**config.mk**
```make
export PLATFORM = sky130hd
export DESIGN_NAME = gen_sequencer
export DESIGN_NICKNAME = d
export VERILOG_FILES = /design/src/rtl/life_pkg.sv /design/src/rtl/gen_sequencer_gen_counter.sv /design/src/rtl/gen_sequencer.sv
export SDC_FILE = /design/constraint.sdc
export NUM_CORES = 1
export LEC_CHECK = 0
export BUFFER_PORTS_ARGS = -buffer_cell sky130_fd_sc_hd__buf_2
export CORE_MARGIN = 3
export CORE_UTILIZATION = 25
export CTS_CLUSTER_DIAMETER = 50
export DETAILED_ROUTE_END_ITERATION = 6
export SLEW_MARGIN = 40
export SYNTH_ARGS = -nofsm -noshare
export SYNTH_HDL_FRONTEND = slang
export SYNTH_SLANG_ARGS = --single-unit
```
**constraint.sdc**
```tcl
create_clock -name clk -period 1.7 [get_ports clk]
set_input_delay 0.085 -clock clk [delete_from_list [all_inputs] [get_ports clk]]
set_output_delay 0.085 -clock clk [all_outputs]
set_load 0.005 [all_outputs]
```
**src/rtl/life_pkg.sv**
```systemverilog
// Shared sequencer definitions: FSM state encoding and default parameter values.
package life_pkg;

  typedef enum logic [2:0] {
    S_HALT  = 3'd0,
    S_LOAD  = 3'd1,
    S_WRARR = 3'd2,
    S_RUN   = 3'd3,
    S_WRMEM = 3'd4
  } state_t;

  localparam int DEF_N_POS = 4;
  localparam int DEF_POS_W = 2;
  localparam int DEF_GEN_W = 16;

endpackage

```
**src/rtl/gen_sequencer_gen_counter.sv**
```systemverilog
// Completed-generation counter, wraps silently at 2^W.
// Only instantiated when GEN_SEQUENCER_GEN_COUNT_EN is defined.
module gen_counter #(
  parameter int W = 16
) (
  input  logic         clk,
  input  logic         reset,
  input  logic         inc,
  output logic [W-1:0] count
);

  always_ff @(posedge clk or posedge reset) begin
    if (reset) count <= '0;
    else if (inc) count <= count + W'(1);
  end

endmodule

```
**src/rtl/gen_sequencer.sv**
```systemverilog
// Generation sequencer: sweeps N_POS positions through LOAD/WRARR/RUN/WRMEM per generation.
// Optional generation counter compiled in with GEN_SEQUENCER_GEN_COUNT_EN.
//
// state   | meaning
// HALT    | idle, waiting for step or enable
// LOAD    | fetch cells for current pos
// WRARR   | write_array strobe
// RUN     | run strobe
// WRMEM   | write_mem strobe, held until mem_ready
module gen_sequencer
  import life_pkg::*;
#(
  parameter int N_POS = DEF_N_POS,
  parameter int POS_W = DEF_POS_W,
  parameter int GEN_W = DEF_GEN_W
) (
  input  logic             clk,
  input  logic             reset,
  input  logic             enable,
  input  logic             step,
  input  logic             mem_ready,
  output logic             write_array,
  output logic             run,
  output logic             write_mem,
  output logic [POS_W-1:0] pos,
  output logic             busy,
  output logic             gen_done,
  output logic [GEN_W-1:0] gen_count
);

  state_t           state, state_next;
  logic [POS_W-1:0] pos_next;
  logic             done_next;
  logic             last_pos;

  assign last_pos = (pos == POS_W'(N_POS - 1));

  always_comb begin
    state_next = state;
    pos_next   = pos;
    done_next  = 1'b0;
    case (state)
      S_HALT: begin
        if (step || enable) begin
          state_next = S_LOAD;
          pos_next   = '0;
        end
      end
      S_LOAD:  state_next = S_WRARR;
      S_WRARR: state_next = S_RUN;
      S_RUN:   state_next = S_WRMEM;
      S_WRMEM: begin
        if (mem_ready) begin
          if (last_pos) begin
            pos_next   = '0;
            done_next  = 1'b1;
            state_next = enable ? S_LOAD : S_HALT;
          end else begin
            pos_next   = pos + POS_W'(1);
            state_next = S_LOAD;
          end
        end
      end
      default: begin
        state_next = S_HALT;
        pos_next   = '0;
      end
    endcase
  end

  // Strobes are flopped from the next-state decode so they are glitch-free and exclusive.
  always_ff @(posedge clk or posedge reset) begin
    if (reset) begin
      state       <= S_HALT;
      pos         <= '0;
      write_array <= 1'b0;
      run         <= 1'b0;
      write_mem   <= 1'b0;
      busy        <= 1'b0;
      gen_done    <= 1'b0;
    end else begin
      state       <= state_next;
      pos         <= pos_next;
      write_array <= (state_next == S_WRARR);
      run         <= (state_next == S_RUN);
      write_mem   <= (state_next == S_WRMEM);
      busy        <= (state_next != S_HALT);
      gen_done    <= done_next;
    end
  end

`ifdef GEN_SEQUENCER_GEN_COUNT_EN
  gen_counter #(.W(GEN_W)) u_gen_counter (
    .clk   (clk),
    .reset (reset),
    .inc   (done_next),
    .count (gen_count)
  );
`else
  assign gen_count = '0;
`endif

endmodule

```
==> results of run 1 <==
-- sequential cells by signal, indices dropped and copies added, names as in the netlist --
register and flops:
state 3, pos 2, busy 1, gen_done 1
run 1, write_array 1, write_mem 1
-- routing by layer --
layer  vias to the layer above  track usage, %  part of all wire (%)
met5                         -               0                     0
met2                        30            11.0                    47
met4                         0            6.22                  0.41
met3                         2            1.94                    15
met1                       188            8.33                    37
li1                        190               -                     -
-- stage by stage --
| step | std cells | cell area, um2 | setup slack [ps] |
|---|---|---|---|
| final | 98 | 641 | 599 |
| after global routing | 98 | 641 | 484 |
| after CTS | 98 | 641 | 606 |
| after detailed placement | 93 | 594 | 621 |
| after global placement | 93 | 594 | 630 |
| after floorplan | 72 | 637 | 684 |
-- final timing paths --
kind | slack, ps | cells past startpoint | endpoint
worst max-delay path | 600 | 3 | pos[1]
worst min-delay path | 100 | 2 | write_mem
worst max register to register | 600 | 3 | pos[1]
worst min register to register | 550 | 1 | run
max in group asynchronous | 1100 | 3 | write_array
min in group asynchronous | 330 | 3 | write_mem
-- cell families (layout without fill, tap and decap cells) --
kind of cell / count (synthesis) / count (layout)
AO/OA/AOI/OAI: 11 / 11
adder cells (fa/ha/maj): 1 / 1
buffers and inverters: 18 / 17
flip-flops: 10 / 10
multiplexers: 2 / 2
other: 1 / 16
AND/OR/NAND/NOR: 14 / 14
-- power by group --
part	total, W	leakage, nW	internal (W)	switching [W]
logic	0.000296	0.178	0.000161	0.000134
registers	0.000431	0.129	0.000326	0.000105
clock network	0.000213	0.0210	0.000130	0.0000832
-- repair_timing --
| item | in CTS | in global routing |
|---|---|---|
| hold endpoints to repair | 10 | 0 |
| buffers inserted | 0 | 0 |
| gates resized for setup | 0 | 0 |
| setup endpoints to repair | 0 | 0 |
| hold buffers | 1 | 0 |
-- critical path, cell delays in order, from the launching register on --
cell and delay, ps:
dfrtp_1 420, ha_1 300, mux2i_1 150, o22ai_1 100
-- layout make-up --
cell class | count | area (um2) | area share [%]
multi-input combinational | 44 | 251 | 39.3
sequential | 10 | 250 | 39.1
timing repair buffer | 12 | 65.1 | 10.2
clock buffer | 4 | 36.3 | 5.66
tap | 27 | 33.8 | 5.27
inverter | 1 | 3.75 | 0.586
-- layout by cell type, fill, tap and decap left out, types with 2 or more instances in the layout --
| cell type | count |
|---|---|
| o22ai_1 | 2 |
| o21ai_0 | 3 |
| o21ai_1 | 2 |
| nor3b_2 | 2 |
| buf_2 | 11 |
| conb_1 | 16 |
| mux2i_1 | 2 |
| nand2_1 | 2 |
| nor2_1 | 4 |
| clkbuf_4 | 3 |
| a21oi_1 | 3 |
| dfrtp_1 | 10 |
==> impl_metrics.ini, run 1 <==
[synth]
synth_top_area_share_pct = 43.1
yosys-top-cells-count = buf_4 (16), dfrtp_1 (10), nor2_1 (4)
synth_xor_area_share_pct = 0
yosysWarnings = 0
avgSynthCellArea_um2 = 10.2
yosysSeqAreaShare_pct = 43.1
synth_fa_ha_area_share_pct = 2.16
synth_top_family_by_area = buffers and inverters
ys.flop_type = dfrtp_1
synth_compound_area_share_pct = 10.3
async_flop_share_pct = 100
syn_inst = 57
synthSimpleGateAreaFrac_pct = 17.0
yosys_register_bits = 10
synth_area_leaders = dfrtp_1 (43%), buf_4 (21%), nor3b_2 (4.3%)
synth-edff-count = 0
ys_types = 21
yosys.area.top_type = dfrtp_1
synth.most_common_cell = buf_4
synth.area.mux_share_pct = 3.45
syn_area_um2 = 581

[worst_hold_path]
hold_class = input port to flop
hold_path.startpoint = mem_ready

[clock_network]
cts.path.max_buffers = 2
clock_latency_ps = 270
path_clk_slew_ps = 70
ctsHtreeMaxLevel = 1
cts_num_sinks = 10
clock_tree.root_cell = clkbuf_4
cts_inserted_buffers = 3
cts_tree = done

[floorplanning]
io_pins = 28
fp.dieW_um = 54.2
die_area_um2 = 2940
start_util_pct = 27.9
core_um2 = 2080
rows = 16
die_y_um = 54.2

[placement]
port_buffers = 11
dp_hpwl_um = 731
gp_congestion = 0.819

[pwr]
power.leakage_nw = 0.327
total_power_w = 0.000941
vdd.ir_drop.worst_mv = 0.375
cellPowerDensity_nw_per_um2 = 1470

[global_routing]
grt_first_pass_wirelength_mm = 1.47
grt_max_degree = 12
antenna_found_initial = 0
gr-total-overflow = 0
grt_pass1_vias = 348
grtUsageTotal_pct = 7.25

[setup_path]
crit_arrival_ps = 1240
crit_type = flop to flop
cp-startpoint = pos[0]
critPathLaunchType = flop
cp_max_fo = 5
cp_data_required_time_ps = 1840
crit_path_end_kind = flop
rr_startpoint = pos[0]

[timing]
finalHoldViolCount = 0
slew_viol_final = 0
rsz0062_at_grt = false
finalSetupViolCount = 0
finalCritPeriodShare_pct = 64.8
period_minus_slack_ps = 1100
clock.fmax_mhz = 908
holdWs_ps = 102
final.setup.tns_ps = 0
skew_ps = 7.65

[detailed_routing]
wl_per_cell_um = 9.84
route.detailed.drc = 0
drt-initial-drc-count = 9
ant_nets = 0
drtPass1Iterations = 4
viasPerCell = 4.18
num_vias = 410
wl_um = 964

[final_layout]
fin_nets = 78
syn_to_final_growth_pct = 10.3
antenna_cells = 0
utilization_pct = 30.8
drive_gt1_share_pct = 28.2
num-fill-cells = 236

[flow_run]
drv_cap = 0

[outcome]
status = complete, no violations
Power figures use the tool's default switching activity.
==> run 2, diff against run 1 <==
==> constraint.sdc (replaced) <==
create_clock -name clk -period 1 [get_ports clk]
set_input_delay 0.05 -clock clk [delete_from_list [all_inputs] [get_ports clk]]
set_output_delay 0.05 -clock clk [all_outputs]
set_load 0.005 [all_outputs]
==> run 2 against run 1 <==
- the run now ends with negative setup slack left
- cell count increased by 8.2%
- wire length increased by 6.8%
- final area increased by 12%
- sequential share of layout area decreased by 3.9 points
- count of clock-buffer cells in the layout decreased by 1
- first-iteration DRC count decreased by 56%
- sequential power increased by 67%
- die area unchanged
- worst setup slack got worse by 640 ps
- via count increased by 0.73%
- combinational power increased to 2.7 times the previous value
- clock power increased by 21%
- largest cell class unchanged
- highest routed layer unchanged
==> impl_metrics.ini, run 2 (same netlist as run 1, synthesis figures left out) <==
[outcome]
status = complete, but fails checks
violations = negative setup slack

[final_layout]
fin_nets = 87
antenna_cells = 0
drive_gt1_share_pct = 43.0
final_common_cell = conb_1
syn_to_final_growth_pct = 23.7
final_cell_mix = conb_1 (16), buf_2 (11), buf_4 (9), dfrtp_1 (8), o21ai_1 (4)
top_register = state
reg.largest.list = state x3, pos x2
largest_register_ffs = 3
stdcell_count = 106

[global_routing]
met3_usage_pct = 2.49
antenna_found_initial = 0
grt_pass1_vias = 369
grt_use_met1_pct = 8.70
grtUsageTotal_pct = 7.54
gr-usage-met2_pct = 11.8
gr-total-overflow = 0
top_usage_layer = met2
grt_max_degree = 11
grt_first_pass_wirelength_mm = 1.52

[clock_network]
cts_tree = done
clock_tree.root_cell = clkbuf_4
cts_num_sinks = 10
clock_latency_ps = 250
cts_inserted_buffers = 3
cts.path.max_buffers = 2
ctsHtreeMaxLevel = 1
path_clk_slew_ps = 60

[timing]
finalCritPeriodShare_pct = 104
skew_ps = 2.80
period_minus_slack_ps = 1040
finalWorstSetupSlack_ps = -42.1
finalSetupViolCount = 3
finalHoldViolCount = 0
rsz0062_at_grt = true
clock.fmax_mhz = 960
slew_viol_final = 0

[worst_hold_path]
hold_path.startpoint = mem_ready
hold_class = input port to flop
holdPathStages = 2
hold_end = state[2]

[setup_path]
cp_data_required_time_ps = 1130
critPathMaxStageDelay_ps = 440
crit_type = flop to flop
path_cells = or2_4, o21ai_1, o22ai_1
path_buf_inv = 0
crit_path_end_kind = flop
critPathLaunchType = flop
cp_slowest_cell = dfrtp_2
r2r_end = pos[0]
rr_startpoint = state[1]
reg2reg_depth = 3
crit_arrival_ps = 1180
path_delay_family = flip-flops
cp_max_fo = 6
ff2ff_setup_slack_ps = -40

[pwr]
cellPowerDensity_nw_per_um2 = 2480
total_power_w = 0.00178
vdd.ir_drop.worst_mv = 0.820
power.leakage_nw = 0.361

[flow_run]
drv_cap = 0

[placement]
gp_congestion = 0.774
dp.cells = 101
port_buffers = 11
post-place-ws_ps = -50.9
dp_hpwl_um = 820

[detailed_routing]
num_vias = 413
wl_mm = 1.03
drtPass1Iterations = 4
ant_nets = 0
wl_per_cell_um = 9.72
route.detailed.drc = 0
viasPerCell = 3.90
drt-initial-drc-count = 4

[floorplanning]
die_area_um2 = 2940
io_pins = 28
start_util_pct = 27.9
core_um2 = 2080
fp.dieW_um = 54.2
die_y_um = 54.2
rows = 16
run 2: changes by cell type in the layout (fill, tap and decap cells not counted), moves of 2 or more:
cell     change
dfrtp_1      -2
buf_4        +9
o21ai_1      +2
o21ai_0      -3
dfrtp_2      +2
run 2: worst max path at each step:
stage             start     end  slack, ps  cells past startpoint
4_1_cts        state[1]  pos[1]        -40                      3
6_report       state[1]  pos[0]        -40                      3
3_5_place_dp   state[0]  pos[1]        -50                      3
2_1_floorplan    pos[1]  pos[1]         -3                      3
5_1_grt        state[0]  pos[0]        -70                      3
3_3_place_gp   state[0]  pos[1]        -30                      3
run 2: layout make-up:
class | count | area, um2
Fill cell | 226 | 1360
Inverter | 1 | 3.75
Timing Repair Buffer | 21 | 133
Multi-Input combinational cell | 44 | 273
Clock buffer | 3 | 22.5
Tap cell | 27 | 33.8
Sequential cell | 10 | 253
run 2: what timing repair did:
item | CTS | global route
endpoints found under the setup margin | 6 | 8
pin swaps | 1 | 4
setup buffers | 1 | 0
hold buffers | 1 | 0
hold endpoints to repair | 10 | 0
gates resized for setup | 2 | 8
run 2: layer usage:
layer	part of all wire, %	up-vias	wire length (um)
met1	41	184	420
met2	48	20	497
met3	10	2	107
li1	-	207	-
met4	0.39	0	4
met5	0	-	0
run 2: where the power goes:
| group | leakage, nW | switching, W | total, W | internal [W] |
|---|---|---|---|---|
| Combinational | 0.221 | 0.000339 | 0.000801 | 0.000462 |
| Sequential | 0.126 | 0.000157 | 0.000721 | 0.000565 |
| Clock | 0.0138 | 0.000119 | 0.000257 | 0.000138 |
run 2: through the flow:
step,hold slack [ps],TNS [ps],area [um2],utilization (%)
detailed placement,56.5,-205,654,31.4
global route,76.9,-309,718,34.5
finish,67.3,-99.7,718,34.5
floorplan,-110,-3.32,637,-
global placement,35.2,-104,654,31.4
CTS,73.3,-99.2,698,33.5
